===== src/rtl/sd_dat0_block_rx.sv =====
// sd_dat0_block_rx: receives one SD DAT0 block (start bit, payload, CRC16, end bit),
// deserialises payload bytes and checks the CRC16-CCITT computed over the payload.
module sd_dat0_block_rx #(
    parameter int BLOCK_BYTES  = 512,
    parameter int TIMEOUT_CLKS = 65535
) (
    input  logic       CLK,
    input  logic       RESET,
    input  logic       START,
    input  logic       SD_CLK_RISE,
    input  logic       SD_DAT0,
    output logic [7:0] BYTE_OUT,
    output logic       BYTE_VALID,
    output logic       BLOCK_DONE,
    output logic       CRC_OK,
    output logic       CRC_ERR,
    output logic       FRAME_ERR,
    output logic       TIMEOUT_ERR,
    output logic       BUSY
);
    localparam int BW = $clog2(BLOCK_BYTES + 1);
    localparam int TW = $clog2(TIMEOUT_CLKS + 1);
    localparam logic [BW-1:0] BYTE_LAST = BW'(BLOCK_BYTES - 1);
    localparam logic [TW-1:0] TO_LAST   = TW'(TIMEOUT_CLKS - 1);
    localparam logic [TW-1:0] TO_MAX    = TW'(TIMEOUT_CLKS);

    typedef enum logic [2:0] {IDLE, WAIT_START, DATA, CRC, END_BIT, DONE} state_t;

    state_t        state, next;
    logic [6:0]    shift;
    logic [2:0]    bit_cnt;
    logic [3:0]    crc_cnt;
    logic [BW-1:0] byte_cnt;
    logic [TW-1:0] to_cnt;
    logic [15:0]   crc, rx_crc;
    logic [7:0]    shift_nxt;
    logic [15:0]   crc_nxt;

    assign shift_nxt  = {shift, SD_DAT0};
    assign crc_nxt    = {crc[14:0], 1'b0} ^ ((SD_DAT0 ^ crc[15]) ? 16'h1021 : 16'h0000);
    assign BLOCK_DONE = state == DONE;
    assign BUSY       = state != IDLE;

    always_ff @(posedge CLK) begin
        state <= RESET ? IDLE : next;
    end

    always_comb begin
        next = state;
        case (state)
            IDLE:       if (START) next = WAIT_START;
            WAIT_START: if (SD_CLK_RISE) next = !SD_DAT0 ? DATA : (to_cnt == TO_LAST) ? DONE : WAIT_START;
            DATA:       if (SD_CLK_RISE && bit_cnt == 3'd7 && byte_cnt == BYTE_LAST) next = CRC;
            CRC:        if (SD_CLK_RISE && crc_cnt == 4'hf) next = END_BIT;
            END_BIT:    if (SD_CLK_RISE) next = DONE;
            default:    next = IDLE;
        endcase
    end

    always_ff @(posedge CLK) begin
        if (RESET) begin
            shift       <= '0;
            bit_cnt     <= '0;
            crc_cnt     <= '0;
            byte_cnt    <= '0;
            to_cnt      <= '0;
            crc         <= '0;
            rx_crc      <= '0;
            BYTE_OUT    <= '0;
            BYTE_VALID  <= 1'b0;
            CRC_OK      <= 1'b0;
            CRC_ERR     <= 1'b0;
            FRAME_ERR   <= 1'b0;
            TIMEOUT_ERR <= 1'b0;
        end else begin
            BYTE_VALID <= 1'b0;
            case (state)
                IDLE: if (START) begin
                    bit_cnt     <= '0;
                    crc_cnt     <= '0;
                    byte_cnt    <= '0;
                    to_cnt      <= '0;
                    crc         <= '0;
                    rx_crc      <= '0;
                    CRC_OK      <= 1'b0;
                    CRC_ERR     <= 1'b0;
                    FRAME_ERR   <= 1'b0;
                    TIMEOUT_ERR <= 1'b0;
                end
                WAIT_START: if (SD_CLK_RISE && SD_DAT0) begin
                    to_cnt <= (to_cnt == TO_MAX) ? to_cnt : to_cnt + 1'b1;
                    if (to_cnt == TO_LAST) TIMEOUT_ERR <= 1'b1;
                end
                DATA: if (SD_CLK_RISE) begin
                    shift   <= shift_nxt[6:0];
                    crc     <= crc_nxt;
                    bit_cnt <= bit_cnt + 3'd1;
                    if (bit_cnt == 3'd7) begin
                        BYTE_OUT   <= shift_nxt;
                        BYTE_VALID <= 1'b1;
                        byte_cnt   <= byte_cnt + 1'b1;
                    end
                end
                CRC: if (SD_CLK_RISE) begin
                    rx_crc  <= {rx_crc[14:0], SD_DAT0};
                    crc_cnt <= crc_cnt + 4'd1;
                end
                END_BIT: if (SD_CLK_RISE) begin
                    CRC_ERR   <= rx_crc != crc;
                    FRAME_ERR <= ~SD_DAT0;
                    CRC_OK    <= (rx_crc == crc) && SD_DAT0;
                end
                default: ;
            endcase
        end
    end
endmodule


===== config.mk =====
export PLATFORM = sky130hd
export DESIGN_NAME = sd_dat0_block_rx
export DESIGN_NICKNAME = d
export VERILOG_FILES = /design/src/rtl/sd_dat0_block_rx.sv
export SDC_FILE = /design/constraint.sdc
export NUM_CORES = 1
export LEC_CHECK = 0
export CORE_MARGIN = 2
export CORE_UTILIZATION = 49
export CTS_CLUSTER_DIAMETER = 100
export DETAILED_ROUTE_END_ITERATION = 8
export GPL_TIMING_DRIVEN = 1
export PLACE_DENSITY = 0.79
export RECOVER_POWER = 100
export SLEW_MARGIN = 5
export SYNTH_ARGS = -nofsm -noshare
export SYNTH_HDL_FRONTEND = slang
export SYNTH_SLANG_ARGS = --single-unit

===== constraint.sdc =====
create_clock -name CLK -period 2 [get_ports CLK]
set_input_delay 0.3 -clock CLK [delete_from_list [all_inputs] [get_ports CLK]]
set_output_delay 0.3 -clock CLK [all_outputs]
set_load 0.005 [all_outputs]

-- After elaboration in Yosys (flattened, before gate mapping)
Cells that the tools add are included.
- $add $sub $neg: 4
- equality and inequality tests: 23
- mux-type cells: 38
- bitwise gates (word level): 5
- reductions and logical operators: 21
- operators with widths (cell ; number):
    case mux 16 bit (2 select lines) ; 3
    2-to-1 mux 16 bit ; 5
    equality test 16 bit (second input constant) ; 2
    2-to-1 mux 10 bit ; 3
    2-to-1 mux 3 bit ; 9
    != test 2 bit (second input constant) ; 11
    case mux 10 bit (2 select lines) ; 1
    adder 16 x 1 -> 16 bit (second input constant) ; 1
    equality test 16 bit ; 1
    != test 16 bit ; 1
    bitwise XOR 16 x 13 -> 16 bit ; 1
    case mux 3 bit (5 select lines) ; 1
    2-to-1 mux 13 bit ; 1
    AND reduction 3 bit ; 4
    AND reduction 4 bit ; 3
    adder 10 x 1 -> 10 bit (second input constant) ; 1
    equality test 10 x 9 -> 1 bit (second input constant) ; 1
    equality test 3 bit (second input constant) ; 3
    2-to-1 mux 4 bit ; 2
    case mux 1 bit (2 select lines) ; 4
    case mux 4 bit (2 select lines) ; 1
    nonzero test 2 bit ; 4
    2-to-1 mux 1 bit ; 7
    equality test 3 x 2 -> 1 bit (second input constant) ; 2
    13 further kinds ; 19
- register bits after elaboration: 88
- input bits: 5
- output and inout bits: 15
- logic and storage cells: 105

-- Depth between registers and ports, before layout
- word-level depth: 5
- depth in mapped cells: 8

-- Least setup slack after synthesis
OpenSTA, ideal clock, no wires.
- path type: register -> register
- start: register to_cnt[3]
- end: register to_cnt[15]
- data arrival time: 1869 ps
- setup slack: 56 ps
- cell stages (with the launch flop): 6
- buffers on the path: 0
- period minus slack after synthesis: 1944 ps
- path through: dfxtp_1 -> nand4_2 -> or3_1 -> or4_4 -> or4_1 -> o21ai_0
- longest elaborated chain between the ends: 4
- elaborated cells on any way between the ends: 7
- those cells by class: add/sub (1); eq/ne (2); mux (3); reduce/logical (1)
- ends and longest elaborated chain (what ; RTL line ; RTL):
    start, declared ; 34 ; logic [TW-1:0] to_cnt;
    start signal, assigned ; 91 ; to_cnt <= (to_cnt == TO_MAX) ? to_cnt : to_cnt + 1'b1;
    adder 16 x 1 -> 16 bit ; 91 ;
    2-to-1 mux 16 bit ; 91 ;
    2-to-1 mux 16 bit ; 90 ; WAIT_START: if (SD_CLK_RISE && SD_DAT0) begin
    case mux 16 bit (2 select lines) ; 77 ; case (state)
Parallel ways exist; a longest one is shown, timed or not. The select of a mux whose other input is x is not followed.
A chain may end at the register's enable or synchronous reset.

-- Worst setup path in the final report
- start: register to_cnt[2]
- end: register to_cnt[15]
The elaborated chain is that of the path after synthesis.

==> impl_metrics.yaml <==
grt:
  grt-ovfl-total: 0
  antenna_found_initial: 0
  grt_max_degree: 42
  grt_usage_pct: 20.3
  grt_pass1_wl_um: 14200
  grt_pass1_vias: 3192
pwr:
  powerDensity_mw_per_mm2: 702
  p_leak_nw: 1.59
  vdd_drop_max_mv: 0.428
min_path:
  min_path_type: "in2reg"
  hold_start: "RESET"
detailed_routing:
  wirelength_um: 8330
  ant_nets: 0
  viasPerCell: 5.42
  drc: 0
  wl_per_cell_um: 13.7
  drt_first_pass_iters: 5
  drt_iter0_markers: 118
  vias: 3290
placed_design:
  dp_hpwl_um: 5980
  io_buffers: 19
  placedCellCount: 590
  place.gp.congestion: 0.899
clock_network:
  cts_sinks: 88
  cts_buffers: 9
  htree_levels: 3
  clk_latency_ps: 350
  cts_tree: "done"
  clk_path_buf_depth: 2
  cts.clk_slew.worst_paths_ps: 80
  ctsRootBufferMaster: "clkbuf_8"
finish:
  num_antenna_cells: 0
  drive_above_1_share_pct: 12.9
  synthToLayoutAreaGrowth_pct: 16.8
  nets: 511
  final_cells: 607
  nFillCells: 705
  final_util_pct: 59.0
synthesis:
  netlist_top_cells_area: "dfxtp_1, xnor2_1, nor2_1, nand2_1, a21oi_1"
  synth_cell_type_count: 45
  ys_ff_latch: 88
  synthCells: 463
  synthMostInstantiatedCell: "dfxtp_1"
  syn_area_mm2: 0.00388
  yosysWarnings: 0
  synth_top_area_share_pct: 45.4
  seq_area_frac_synth_pct: 45.4
  ys_async_sr_fraction_pct: 0
  synth_common_cells: "dfxtp_1, nor2_1, nand2_1"
  syn_nets: 474
  synth_edf_count: 0
  yosys.area.top_type: "dfxtp_1"
  synth_ff_type: "dfxtp_1"
  avgSynthCellArea_um2: 8.38
die:
  die_h_um: 93
  fp.dieArea_mm2: 0.00865
  rows: 32
  initial_core_util_pct: 50.5
  dieWidth_um: 93
  ios: 20
  core_mm2: 0.00769
setup_path:
  start_kind: "flip-flop"
  critical_path_arrival_ps: 2240
  cp.required_ps: 2270
  critPathKind: "reg2reg"
  r2r-start: "to_cnt[2]$_SDFFE_PP0P_"
  end_kind: "flip-flop"
  cp-startpoint: "to_cnt[2]$_SDFFE_PP0P_"
  cp_max_fo: 3
sta:
  slew-limit-headroom_pct: 62.9
  setup_tns_ps: 0
  min_period_ps: 1970
  post-route-period-util_pct: 98.6
  fmax_ghz: 0.507
  final-setup-viol-count: 0
  finalHoldViolCount: 0
  final-max-slew-violation-count: 0
  worstMarginPinSlew_ps: 555
  holdWs_ps: 383
  fin_skew_ps: 10.0
outcome:
  status: "completed"
job:
  cap_violations: 0
==> final cells by class <==
| class | instances | area (µm²) | area share, % |
|---|---|---|---|
| clock buffer | 10 | 128 | 2.81 |
| clock inverter | 6 | 45.0 | 0.993 |
| inverter | 8 | 30.0 | 0.662 |
| multi-input combinational | 337 | 1980 | 43.7 |
| sequential | 88 | 1770 | 39.0 |
| tap | 102 | 128 | 2.81 |
| timing repair buffer | 56 | 452 | 9.96 |
==> placed cells by master, fill, tap and decap left out, types with 2 or more instances in the layout <==
cell	n
xor2_1	12
or3_1	4
nand3_1	27
nor2_1	67
dlygate4sd3_1	13
a21oi_1	33
o21ai_0	9
dfxtp_1	82
clkbuf_8	9
clkdlybuf4s50_1	5
xnor2_1	29
or2_2	2
nor4_1	9
nor3_1	10
o211ai_1	2
dfxtp_2	6
ha_1	6
inv_1	8
mux2i_1	8
nor3b_2	2
nand2_1	52
nand4b_1	2
nor2b_1	3
o31ai_1	2
clkbuf_4	3
o21a_1	2
a22oi_1	20
clkbuf_2	5
buf_4	25
nand4_1	14
clkinvlp_4	3
and3_1	4
clkbuf_1	4
==> sequential cells by signal, summed over array words and instances (netlist names) <==
register and count:
BYTE_OUT 8, BYTE_VALID 1, CRC_ERR 1, CRC_OK 1, FRAME_ERR 1, TIMEOUT_ERR 1, bit_cnt 3, byte_cnt 10
crc 16, crc_cnt 4, rx_crc 16, shift 7, state 3, to_cnt 16
==> path summary, 6_finish.rpt <==
path | end | slack [ps] | cells past startpoint
max | to_cnt[15]$_SDFFE_PP0P_ | 30 | 5
min | BYTE_OUT[5]$_SDFFE_PP0P_ | 380 | 3
max reg2reg | to_cnt[15]$_SDFFE_PP0P_ | 30 | 5
min reg2reg | BYTE_OUT[5]$_SDFFE_PP0P_ | 450 | 2
==> critical path, stage by stage (launching register included) <==
cell and delay, ps:
dfxtp_1 370, nand4_2 90, or3_1 370, or4_4 550, or4_1 410, o21ai_0 110
==> where the power goes <==
| group | switching [W] | internal, W | total, W |
|---|---|---|---|
| sequential | 0.0000177 | 0.00177 | 0.00178 |
| combinational | 0.000201 | 0.000123 | 0.000324 |
| clock | 0.000618 | 0.000455 | 0.00107 |
| total | 0.000837 | 0.00234 | 0.00318 |
==> layer usage <==
layer	wire length, µm	global-route usage [%]	up-vias
li1	-	-	1677
met1	3710	24.3	1557
met2	4300	36.4	49
met3	243	4.43	7
met4	74	6.25	0
met5	0	0	-
==> cell families (layout without fill, tap and decap cells) <==
family	Yosys count	count (layout)	synth area share [%]
and+or+nand+nor	206	206	25.5
DFF	88	88	45.4
AOI/OAI and AO/OA	76	76	12.1
xor gates and xnor gates	41	41	9.25
buffers and inverters	38	80	3.77
muxes	8	8	2.06
adders and majority gates	6	6	1.93
==> repair_timing <==
action,in CTS,in global routing
hold buffers,0,0
setup endpoints to repair,0,7
buffers inserted,0,1
resized for setup,0,8
==> through the flow <==
step	setup WS (ps)	power [W]	area, µm²
6_report	27.8	0.00318	4530
3_3_place_gp	-54.4	0.00215	4380
4_1_cts	8.10	0.00322	4550
5_1_grt	-2.84	0.00334	4530
2_1_floorplan	56.3	0.00203	3880
3_5_place_dp	-135	0.00215	4380
(Power assumes the default switching activity.)
